==> config.mk <==
export PLATFORM = sky130hd
export DESIGN_NAME = inert_burst_rdr_flat
export DESIGN_NICKNAME = d
export VERILOG_FILES = /design/src/rtl/inert_burst_rdr_if.sv /design/src/rtl/inert_burst_rdr.sv /design/src/flat_wrapper.sv
export SDC_FILE = /design/constraint.sdc
export NUM_CORES = 1
export LEC_CHECK = 0
export CORE_MARGIN = 4
export CORE_UTILIZATION = 30
export CTS_CLUSTER_DIAMETER = 200
export DETAILED_ROUTE_END_ITERATION = 16
export GPL_TIMING_DRIVEN = 0
export PLACE_DENSITY = 0.51
export SYNTH_ARGS = -nofsm -noshare
export SYNTH_HDL_FRONTEND = slang
export SYNTH_SLANG_ARGS = --single-unit
export TNS_END_PERCENT = 50
==> constraint.sdc <==
create_clock -name clk -period 3.63 [get_ports clk]
set_input_delay 0.726 -clock clk [delete_from_list [all_inputs] [get_ports clk]]
set_output_delay 0.726 -clock clk [all_outputs]
set_load 0.01 [all_outputs]
==> src/rtl/inert_burst_rdr_if.sv <==
// SPI transaction handshake between the burst reader (master) and the SPI_mnrch engine (slave).
// Each wrt pulse starts one 16-bit transaction; done pulses when it completes, and rd_data[7:0] then holds the byte read.
interface inert_burst_rdr_if;
  logic        wrt;
  logic [15:0] cmd;
  logic        done;
  logic [15:0] rd_data;

  modport master (output wrt, output cmd, input done, input rd_data);
  modport slave  (input wrt, input cmd, output done, output rd_data);
endinterface

==> src/rtl/inert_burst_rdr.sv <==
// Inertial sensor read sequencer: power-up wait, config writes, then an INT-triggered burst read
// of NUM_CH little-endian signed 16-bit channels, published atomically with a one-clock vld.
module inert_burst_rdr #(
  parameter int unsigned                NUM_CH    = 5,
  parameter logic [6:0]                 BASE_ADDR = 7'h22,
  parameter int unsigned                NUM_INIT  = 4,
  parameter logic [16*NUM_INIT-1:0]     INIT_CMDS = {16'h1460, 16'h1162, 16'h1062, 16'h0D02},
  parameter int unsigned                PWRUP_W   = 16
) (
  input  logic                     clk,
  input  logic                     rst,
  input  logic                     int_i,
  inert_burst_rdr_if.master        spi,
  output logic [16*NUM_CH-1:0]     smpl_o,
  output logic                     vld_o,
  output logic                     ovr_o,
  output logic                     init_done_o,
  output logic                     busy_o
);

  localparam logic [7:0] NUM_INIT_B = 8'(NUM_INIT);
  localparam logic [7:0] LAST_B     = 8'(2 * NUM_CH - 1);

  typedef enum logic [1:0] {S_PWRUP, S_INIT, S_IDLE, S_READ} state_t;

  state_t                state_q, state_d;
  logic [PWRUP_W-1:0]    timer_q, timer_d;
  logic [7:0]            idx_q, idx_d;
  logic                  wrt_q, wrt_d;
  logic [15:0]           cmd_q, cmd_d;
  logic [16*NUM_CH-1:0]  shadow_q, shadow_d;
  logic [16*NUM_CH-1:0]  smpl_q, smpl_d;
  logic                  vld_q, vld_d;
  logic                  ovr_q, ovr_d;
  logic                  ovr_flag_q, ovr_flag_d;
  logic                  init_done_q, init_done_d;
  logic                  busy_q, busy_d;
  logic                  int_meta_q, int_s_q, int_prev_q;
  logic                  int_rise_s;
  logic                  unused_rd_hi_s;

  function automatic logic [15:0] init_word(input int i);
    return INIT_CMDS[16*i +: 16];
  endfunction

  // Read command for byte offset offs from BASE_ADDR; the 7-bit address wraps modulo 128.
  function automatic logic [15:0] rd_cmd(input logic [7:0] offs);
    logic [6:0] addr;
    addr = BASE_ADDR + offs[6:0];
    return {1'b1, addr, 8'h00};
  endfunction

  assign int_rise_s     = int_s_q & ~int_prev_q;
  assign unused_rd_hi_s = ^spi.rd_data[15:8];

  // Two-flop synchroniser for INT plus a prior-value flop for rising-edge detection.
  always_ff @(posedge clk) begin
    if (rst) begin
      int_meta_q <= 1'b0;
      int_s_q    <= 1'b0;
      int_prev_q <= 1'b0;
    end else begin
      int_meta_q <= int_i;
      int_s_q    <= int_meta_q;
      int_prev_q <= int_s_q;
    end
  end

  // Sequencer next-state and registered-output logic.
  always_comb begin
    state_d     = state_q;
    timer_d     = timer_q;
    idx_d       = idx_q;
    wrt_d       = 1'b0;
    cmd_d       = cmd_q;
    shadow_d    = shadow_q;
    smpl_d      = smpl_q;
    vld_d       = 1'b0;
    ovr_d       = 1'b0;
    init_done_d = init_done_q;

    // An INT edge during the burst, or in the cycle its result is published, marks the next result stale.
    if (int_rise_s && ((state_q == S_READ) || vld_q)) begin
      ovr_flag_d = 1'b1;
    end else begin
      ovr_flag_d = ovr_flag_q;
    end

    case (state_q)
      S_PWRUP: begin
        if (timer_q == {PWRUP_W{1'b1}}) begin
          wrt_d   = 1'b1;
          cmd_d   = init_word(0);
          idx_d   = 8'd1;
          state_d = S_INIT;
        end else begin
          timer_d = timer_q + {{(PWRUP_W-1){1'b0}}, 1'b1};
        end
      end
      S_INIT: begin
        if (spi.done) begin
          if (idx_q < NUM_INIT_B) begin
            wrt_d = 1'b1;
            cmd_d = init_word(int'(idx_q));
            idx_d = idx_q + 8'd1;
          end else begin
            init_done_d = 1'b1;
            idx_d       = 8'd0;
            state_d     = S_IDLE;
          end
        end else begin
          idx_d = idx_q;
        end
      end
      S_IDLE: begin
        if (int_s_q) begin
          wrt_d   = 1'b1;
          cmd_d   = rd_cmd(8'd0);
          idx_d   = 8'd0;
          state_d = S_READ;
        end else begin
          idx_d = idx_q;
        end
      end
      S_READ: begin
        if (spi.done) begin
          shadow_d[{idx_q, 3'b000} +: 8] = spi.rd_data[7:0];
          if (idx_q < LAST_B) begin
            wrt_d = 1'b1;
            cmd_d = rd_cmd(idx_q + 8'd1);
            idx_d = idx_q + 8'd1;
          end else begin
            smpl_d     = shadow_d;
            vld_d      = 1'b1;
            ovr_d      = ovr_flag_d;
            ovr_flag_d = 1'b0;
            idx_d      = 8'd0;
            state_d    = S_IDLE;
          end
        end else begin
          idx_d = idx_q;
        end
      end
      default: begin
        state_d = S_PWRUP;
        timer_d = {PWRUP_W{1'b0}};
        idx_d   = 8'd0;
      end
    endcase

    busy_d = (state_d != S_IDLE);
  end

  // State and output registers.
  always_ff @(posedge clk) begin
    if (rst) begin
      state_q     <= S_PWRUP;
      timer_q     <= {PWRUP_W{1'b0}};
      idx_q       <= 8'd0;
      wrt_q       <= 1'b0;
      cmd_q       <= 16'h0000;
      shadow_q    <= '0;
      smpl_q      <= '0;
      vld_q       <= 1'b0;
      ovr_q       <= 1'b0;
      ovr_flag_q  <= 1'b0;
      init_done_q <= 1'b0;
      busy_q      <= 1'b1;
    end else begin
      state_q     <= state_d;
      timer_q     <= timer_d;
      idx_q       <= idx_d;
      wrt_q       <= wrt_d;
      cmd_q       <= cmd_d;
      shadow_q    <= shadow_d;
      smpl_q      <= smpl_d;
      vld_q       <= vld_d;
      ovr_q       <= ovr_d;
      ovr_flag_q  <= ovr_flag_d;
      init_done_q <= init_done_d;
      busy_q      <= busy_d;
    end
  end

  assign spi.wrt     = wrt_q;
  assign spi.cmd     = cmd_q;
  assign smpl_o      = smpl_q;
  assign vld_o       = vld_q;
  assign ovr_o       = ovr_q;
  assign init_done_o = init_done_q;
  assign busy_o      = busy_q;

endmodule

==> src/flat_wrapper.sv <==
// flat-port wrapper written by rule: the top's interface ports become plain ports
module inert_burst_rdr_flat 
#(
  parameter int unsigned                NUM_CH    = 5,
  parameter logic [6:0]                 BASE_ADDR = 7'h22,
  parameter int unsigned                NUM_INIT  = 4,
  parameter logic [16*NUM_INIT-1:0]     INIT_CMDS = {16'h1460, 16'h1162, 16'h1062, 16'h0D02},
  parameter int unsigned                PWRUP_W   = 16
)
  (clk, rst, int_i, smpl_o, vld_o, ovr_o, init_done_o, busy_o, spi_wrt, spi_cmd, spi_done, spi_rd_data);
  inert_burst_rdr_if spi_i ();
  input  logic clk;
  input  logic rst;
  input  logic int_i;
  output logic [16*NUM_CH-1:0] smpl_o;
  output logic vld_o;
  output logic ovr_o;
  output logic init_done_o;
  output logic busy_o;
  output wire logic [$bits(spi_i.wrt)-1:0] spi_wrt;
  output wire logic [$bits(spi_i.cmd)-1:0] spi_cmd;
  input wire logic [$bits(spi_i.done)-1:0] spi_done;
  input wire logic [$bits(spi_i.rd_data)-1:0] spi_rd_data;
  assign spi_wrt = spi_i.wrt;
  assign spi_cmd = spi_i.cmd;
  assign spi_i.done = spi_done;
  assign spi_i.rd_data = spi_rd_data;
  inert_burst_rdr #(.NUM_CH(NUM_CH), .BASE_ADDR(BASE_ADDR), .NUM_INIT(NUM_INIT), .INIT_CMDS(INIT_CMDS), .PWRUP_W(PWRUP_W)) u_core (.clk(clk), .rst(rst), .int_i(int_i), .spi(spi_i), .smpl_o(smpl_o), .vld_o(vld_o), .ovr_o(ovr_o), .init_done_o(init_done_o), .busy_o(busy_o));
endmodule
; Word level (Yosys, flattened, before mapping)
; Index checks and enable logic that the tools add are counted.
[totals]
mem_bits_ro = 0
ramBits = 0
latch_bits = 0
regBits = 211
mem_count = 0
[classes]
reduce_logical = 11
add_sub_neg = 4
n_shift = 3
n_div = 0
n_mul = 0
eq_ne = 11
n_lt_le_gt_ge = 2
muxes = 34
bitwise = 7
[ops]
columns = cell, count
row1 = two-way mux 16 bit, 6
row2 = bitwise mux 80 bit, 1
row3 = "variable shift 8 x 13 -> 80 bit, first input constant", 1
row4 = variable part select 8 x 13 -> 80 bit, 1
row5 = one-hot mux 16 bit (4 select lines), 1
row6 = "variable part select 64 x 13 -> 16 bit, first input constant", 1
row7 = two-way mux 8 bit, 6
row8 = one-hot mux 8 bit (4 select lines), 1
row9 = "adder 16 x 1 -> 16 bit, second input constant", 1
row10 = "== test 16 bit, second input constant", 1
row11 = negation 11 -> 13 bit, 1
row12 = two-way mux 2 bit, 6
row13 = two-way mux 1 bit, 11
row14 = "adder 8 x 1 -> 8 bit, second input constant", 1
row15 = "less-than comparator 8 x 3 -> 1 bit, second input constant", 1
row16 = "less-than comparator 8 x 4 -> 1 bit, second input constant", 1
row17 = "!= test 2 bit, second input constant", 4
row18 = one-hot mux 2 bit (4 select lines), 1
row19 = "adder 6 x 7 -> 7 bit, first input constant", 1
row20 = "!= test 2 x 1 -> 1 bit, second input constant", 3
row21 = inverter 1 bit, 6
row22 = AND reduction 3 bit, 2
row23 = AND reduction 6 bit, 1
row24 = "== test 2 bit, second input constant", 2
row25 = other kinds (10), 11

; Logic depth before layout (Yosys ltp)
[logic_depth]
word_depth = 7
ltp_mapped = 13

; Worst setup path before layout
; OpenSTA, ideal clock, no wires.
[synth_path]
path_type = register -> register
startpoint = register u_core.idx_q[0]
endpoint = register u_core.shadow_q[30]
required_ns = 3.511
synth_period_minus_slack_ns = 3.156
path_stages_with_launch = 14
slack_ns = 0.474
setup_ns = 0.119
t_arrival_ns = 3.037
path_cell_list = dfxtp_1 clkbuf_1 inv_1 clkbuf_1 ha_1 clkbuf_1 o21bai_1 a311oi_1 o311a_1 or4b_1 clkbuf_1 buf_2 nand3b_1 o21ai_1
[synth_via]
elab_chain_len = 3
word_cells_on_any_way = 4
[synth_lines]
columns = element, line
row1 = "start, declared", inert_burst_rdr.sv:28  ; logic [7:0] idx_q, idx_d;
row2 = "start signal, assigned", inert_burst_rdr.sv:172  ; idx_q <= idx_d;
row3 = negation 11 -> 13 bit (*), inert_burst_rdr.sv:127  ; shadow_d[{idx_q, 3'b000} +: 8] = spi.rd_data[7:0];
row4 = variable part select 8 x 13 -> 80 bit / variable shift 8 x 13 -> 80 bit (equally long branches), inert_burst_rdr.sv:127
row5 = bitwise mux 80 bit (*), inert_burst_rdr.sv:127
row6 = "end signal, assigned", inert_burst_rdr.sv:175  ; shadow_q <= shadow_d;
row7 = "end, declared", inert_burst_rdr.sv:31  ; logic [16*NUM_CH-1:0] shadow_q, shadow_d;
; Mark *: on every way between the ends. The rest lies on a longest branch, timed or not.
; A chain may end at the register's enable or synchronous reset.

; Worst setup path after layout
[layout_path]
startpoint = register u_core.idx_q[0]
endpoint = register u_core.smpl_q[39] (netlist: u_core.smpl_o[39])
[layout_via]
elab_chain_len = 3
word_cells_on_any_way = 7
[layout_lines]
columns = element, line
row1 = negation 11 -> 13 bit / less-than comparator 8 x 4 -> 1 bit (equally long branches), "inert_burst_rdr.sv:127, inert_burst_rdr.sv:128"
row2 = variable part select 8 x 13 -> 80 bit (tied with other cells), inert_burst_rdr.sv:127
row3 = bitwise mux 80 bit / AND reduction 3 bit (equally long branches), -
row4 = "end signal, assigned", inert_burst_rdr.sv:176  ; smpl_q <= smpl_d;
row5 = "end, declared", inert_burst_rdr.sv:32  ; logic [16*NUM_CH-1:0] smpl_q, smpl_d;
; Parallel ways exist; a longest one is shown, timed or not.

==> impl_metrics.yaml <==
synth:
  syn-instance-count: 977
  synth_area_per_cell_um2: 8.80
  ys_seq_elements: 205
  synthDistinctLibCells: 59
  seq_area_frac_synth_pct: 47.7
  synth-main-ff-cell: "dfxtp_1"
  synth_warnings: 0
  async_flop_share_pct: 0
  synth_edf_count: 0
  syn_area_mm2: 0.00860
die:
  dieArea_mm2: 0.0314
  start_util_pct: 30.7
  ioPinCount: 121
  row_count: 61
  chipHeight_um: 177
  fp.dieW_um: 177
  core_area_mm2: 0.0280
critical_path:
  crit_arrival_ns: 3.75
  path_class: "reg -> reg"
  r2r_setup_slack_ns: 0.25
  start_kind: "flop"
  r2r-end: "u_core.smpl_o[39]"
  timing.rr.start: "u_core.idx_q[0]"
  rr_worst_depth: 14
  cp.required_ns: 4.00
  endpoint_kind: "flop"
  worst-path-max-fanout: 10
cells_and_area:
  drive_gt1_share_pct: 7.26
  layout_commonest_cell: "dfxtp_1"
  instances_no_fill: 1507
  final_cell_mix: "204 x dfxtp_1, 140 x nand2_1, 98 x clkdlybuf4s50_1, 93 x nor2_1, 82 x mux2i_1"
  synthToLayoutAreaGrowth_pct: 27.6
  n_antenna_cell: 0
  layout.nets: 1135
  nFillCells: 2908
route:
  first_pass_iters: 5
  finalWirelength_um: 26400
  vias: 7379
  drt_iter0_drc: 488
  met2_length_um: 11800
  drt-met1-wl_um: 12500
  via_per_inst: 4.90
  antenna_left: 0
  top_layer: "met4"
  wl_met3_um: 1650
  route.detailed.drc: 0
  wl_per_cell_um: 17.5
sta:
  min_period_ns: 3.38
  final_max_slew_viol_count: 0
  whs_ns: 0.440
  setup_ws_ns: 0.253
  setup_violations: 0
  finClkSkew_ns: 0.00768
  worstMarginPinSlew_ns: 1.44
  finalCritPeriodShare_pct: 93.0
  slew_headroom_pct: 3.43
  rsz0062_at_grt: "false"
  timing.fmax_ghz: 0.296
  finalHoldViolCount: 0
global_route:
  antenna_found_initial: 0
  grt_start_max_net_pins: 13
  grt_pass1_vias: 7007
  grt-ovfl-total: 0
  grt_use_total_pct: 16.3
  grt_pass1_wl_um: 40600
clock_network:
  insertion_delay_ns: 0.51
  cts_tree: "done"
  cts_root_buffer: "clkbuf_16"
  cts_max_level: 1
  clkTransAtPathRegs_ns: 0.06
  cts_sinks: 205
  clockBufferDepth: 3
  cts_hold_buf: 0
  cts_inserted_buffers: 24
power:
  ir_worst_vdd_uv: 310
  total_leakage_power_nw: 3.75
  p_per_area_mw_per_mm2: 445
place:
  gp_congestion: 0.893
  numPlacedInstances: 1458
  dp_slack_ns: -0.363
  portBuffers: 98
  dp_hpwl_um: 18800
worst_hold_path:
  min_from: "u_core.int_meta_q"
  holdCritPathClass: "reg -> reg"
  hold_end: "u_core.int_s_q"
  hold_depth: 1
job:
  drv_cap: 0
status:
  outcome: "complete, no violations"
[cell type report]
class | count | area (µm²) | share of cell area (%)
Multi-Input combinational cell | 678 | 4120 | 37.5
Sequential cell | 205 | 4110 | 37.4
Timing Repair Buffer | 104 | 1020 | 9.33
Inverter | 18 | 67.6 | 0.616
Buffer | 80 | 362 | 3.29
Tap cell | 378 | 473 | 4.31
Clock inverter | 9 | 124 | 1.13
Clock buffer | 35 | 703 | 6.41
[worst max-delay path by stage]
stage	startpoint	endpoint	depth (start not counted)
2_1_floorplan	u_core.idx_q[0]	u_core.shadow_q[30]	13
3_3_place_gp	u_core.idx_q[0]	u_core.smpl_o[29]	12
3_5_place_dp	u_core.idx_q[0]	u_core.smpl_o[25]	12
4_1_cts	u_core.idx_q[0]	u_core.shadow_q[57]	12
5_1_grt	u_core.idx_q[0]	u_core.shadow_q[39]	9
6_report	u_core.idx_q[0]	u_core.smpl_o[39]	14
[cells by family after synthesis]
kind of cell    after synthesis  synth area share (%)
compound gates              191                  13.8
xor+xnor                     23                  2.34
fa+ha+maj                     4                 0.582
buf+inv                      98                  4.83
flops                       205                  47.7
mux                          82                  9.54
other cells                   1                0.0436
simple gates                373                  21.2
[metrics by stage]
step	setup TNS [ns]	cell area [µm²]	util [%]	total power [W]
after global placement	-17.44	10100	35.9	0.00241
after global routing	0	11000	39.2	0.00504
after CTS	0	10900	39.0	0.00493
final	0	11000	39.2	0.00488
after floorplan	0	8610	-	0.00237
after detailed placement	-14.18	10100	36.0	0.00241
[state kept, by name, summed over array words and instances (netlist names), 2 cells and up]
signal	cells
u_core.spi.cmd	10
u_core.shadow_q	80
u_core.state_q	2
u_core.smpl_o	80
u_core.idx_q	8
u_core.timer_q	16
[worst max-delay path: stages (launching register included)]
cell	delay, ns
dfxtp_2	0.41
clkbuf_4	0.24
inv_1	0.06
clkbuf_2	0.20
ha_1	0.26
clkbuf_2	0.21
o21bai_1	0.21
a311oi_2	0.31
o311a_1	0.24
buf_4	0.14
buf_4	0.11
and3_1	0.14
buf_2	0.26
mux2i_1	0.34
o21ai_1	0.10
[layer usage]
| layer | up-vias | global-route usage (%) |
|---|---|---|
| met5 | - | 0 |
| met4 | 0 | 3.83 |
| met3 | 36 | 3.00 |
| met2 | 214 | 25.8 |
| met1 | 3467 | 23.1 |
| li1 | 3662 | - |
[report_power, final]
group | switching [W] | internal [W]
clock network | 0.000965 | 0.00156
registers | 0.00000298 | 0.00225
logic | 0.0000842 | 0.0000229
[timing repair]
action	CTS	global route
gates resized for setup	3	13
setup endpoints to repair	119	154
buffers inserted	3	1
pin swaps	2	2
gates cloned	0	0
[synth_stat cells, types with 2 or more instances]
master,number,area share [%]
a21boi_0,2,0.17
nand3b_1,9,0.79
and4_1,2,0.20
a211o_1,3,0.31
o22ai_1,2,0.15
o211ai_1,9,0.79
and3_1,5,0.36
nor4_4,2,0.49
o21bai_1,2,0.17
buf_6,2,0.26
dfxtp_1,205,48
clkbuf_1,64,2.8
buf_2,8,0.47
xor2_1,6,0.61
nor4_1,11,0.80
o21ai_1,57,3.3
mux2i_1,82,9.5
nor3b_1,4,0.35
ha_1,4,0.58
or2_2,2,0.15
or4b_1,2,0.23
nor4b_1,4,0.41
a21oi_1,48,2.8
a22o_1,32,3.3
nor3_1,19,1.1
nand2b_1,6,0.44
nor2b_1,9,0.65
o21ai_0,17,0.99
and2_1,5,0.36
xnor2_1,17,1.7
inv_1,18,0.79
a31oi_1,5,0.36
nand4_1,12,0.87
nor3_2,3,0.35
nand3_1,32,1.9
or4_1,3,0.26
nor3_4,3,0.57
o31ai_1,2,0.17
nand2_1,140,6.1
or3_1,3,0.22
nor2_1,93,4.1
buf_4,6,0.52
Power figures use the tool's default switching activity.
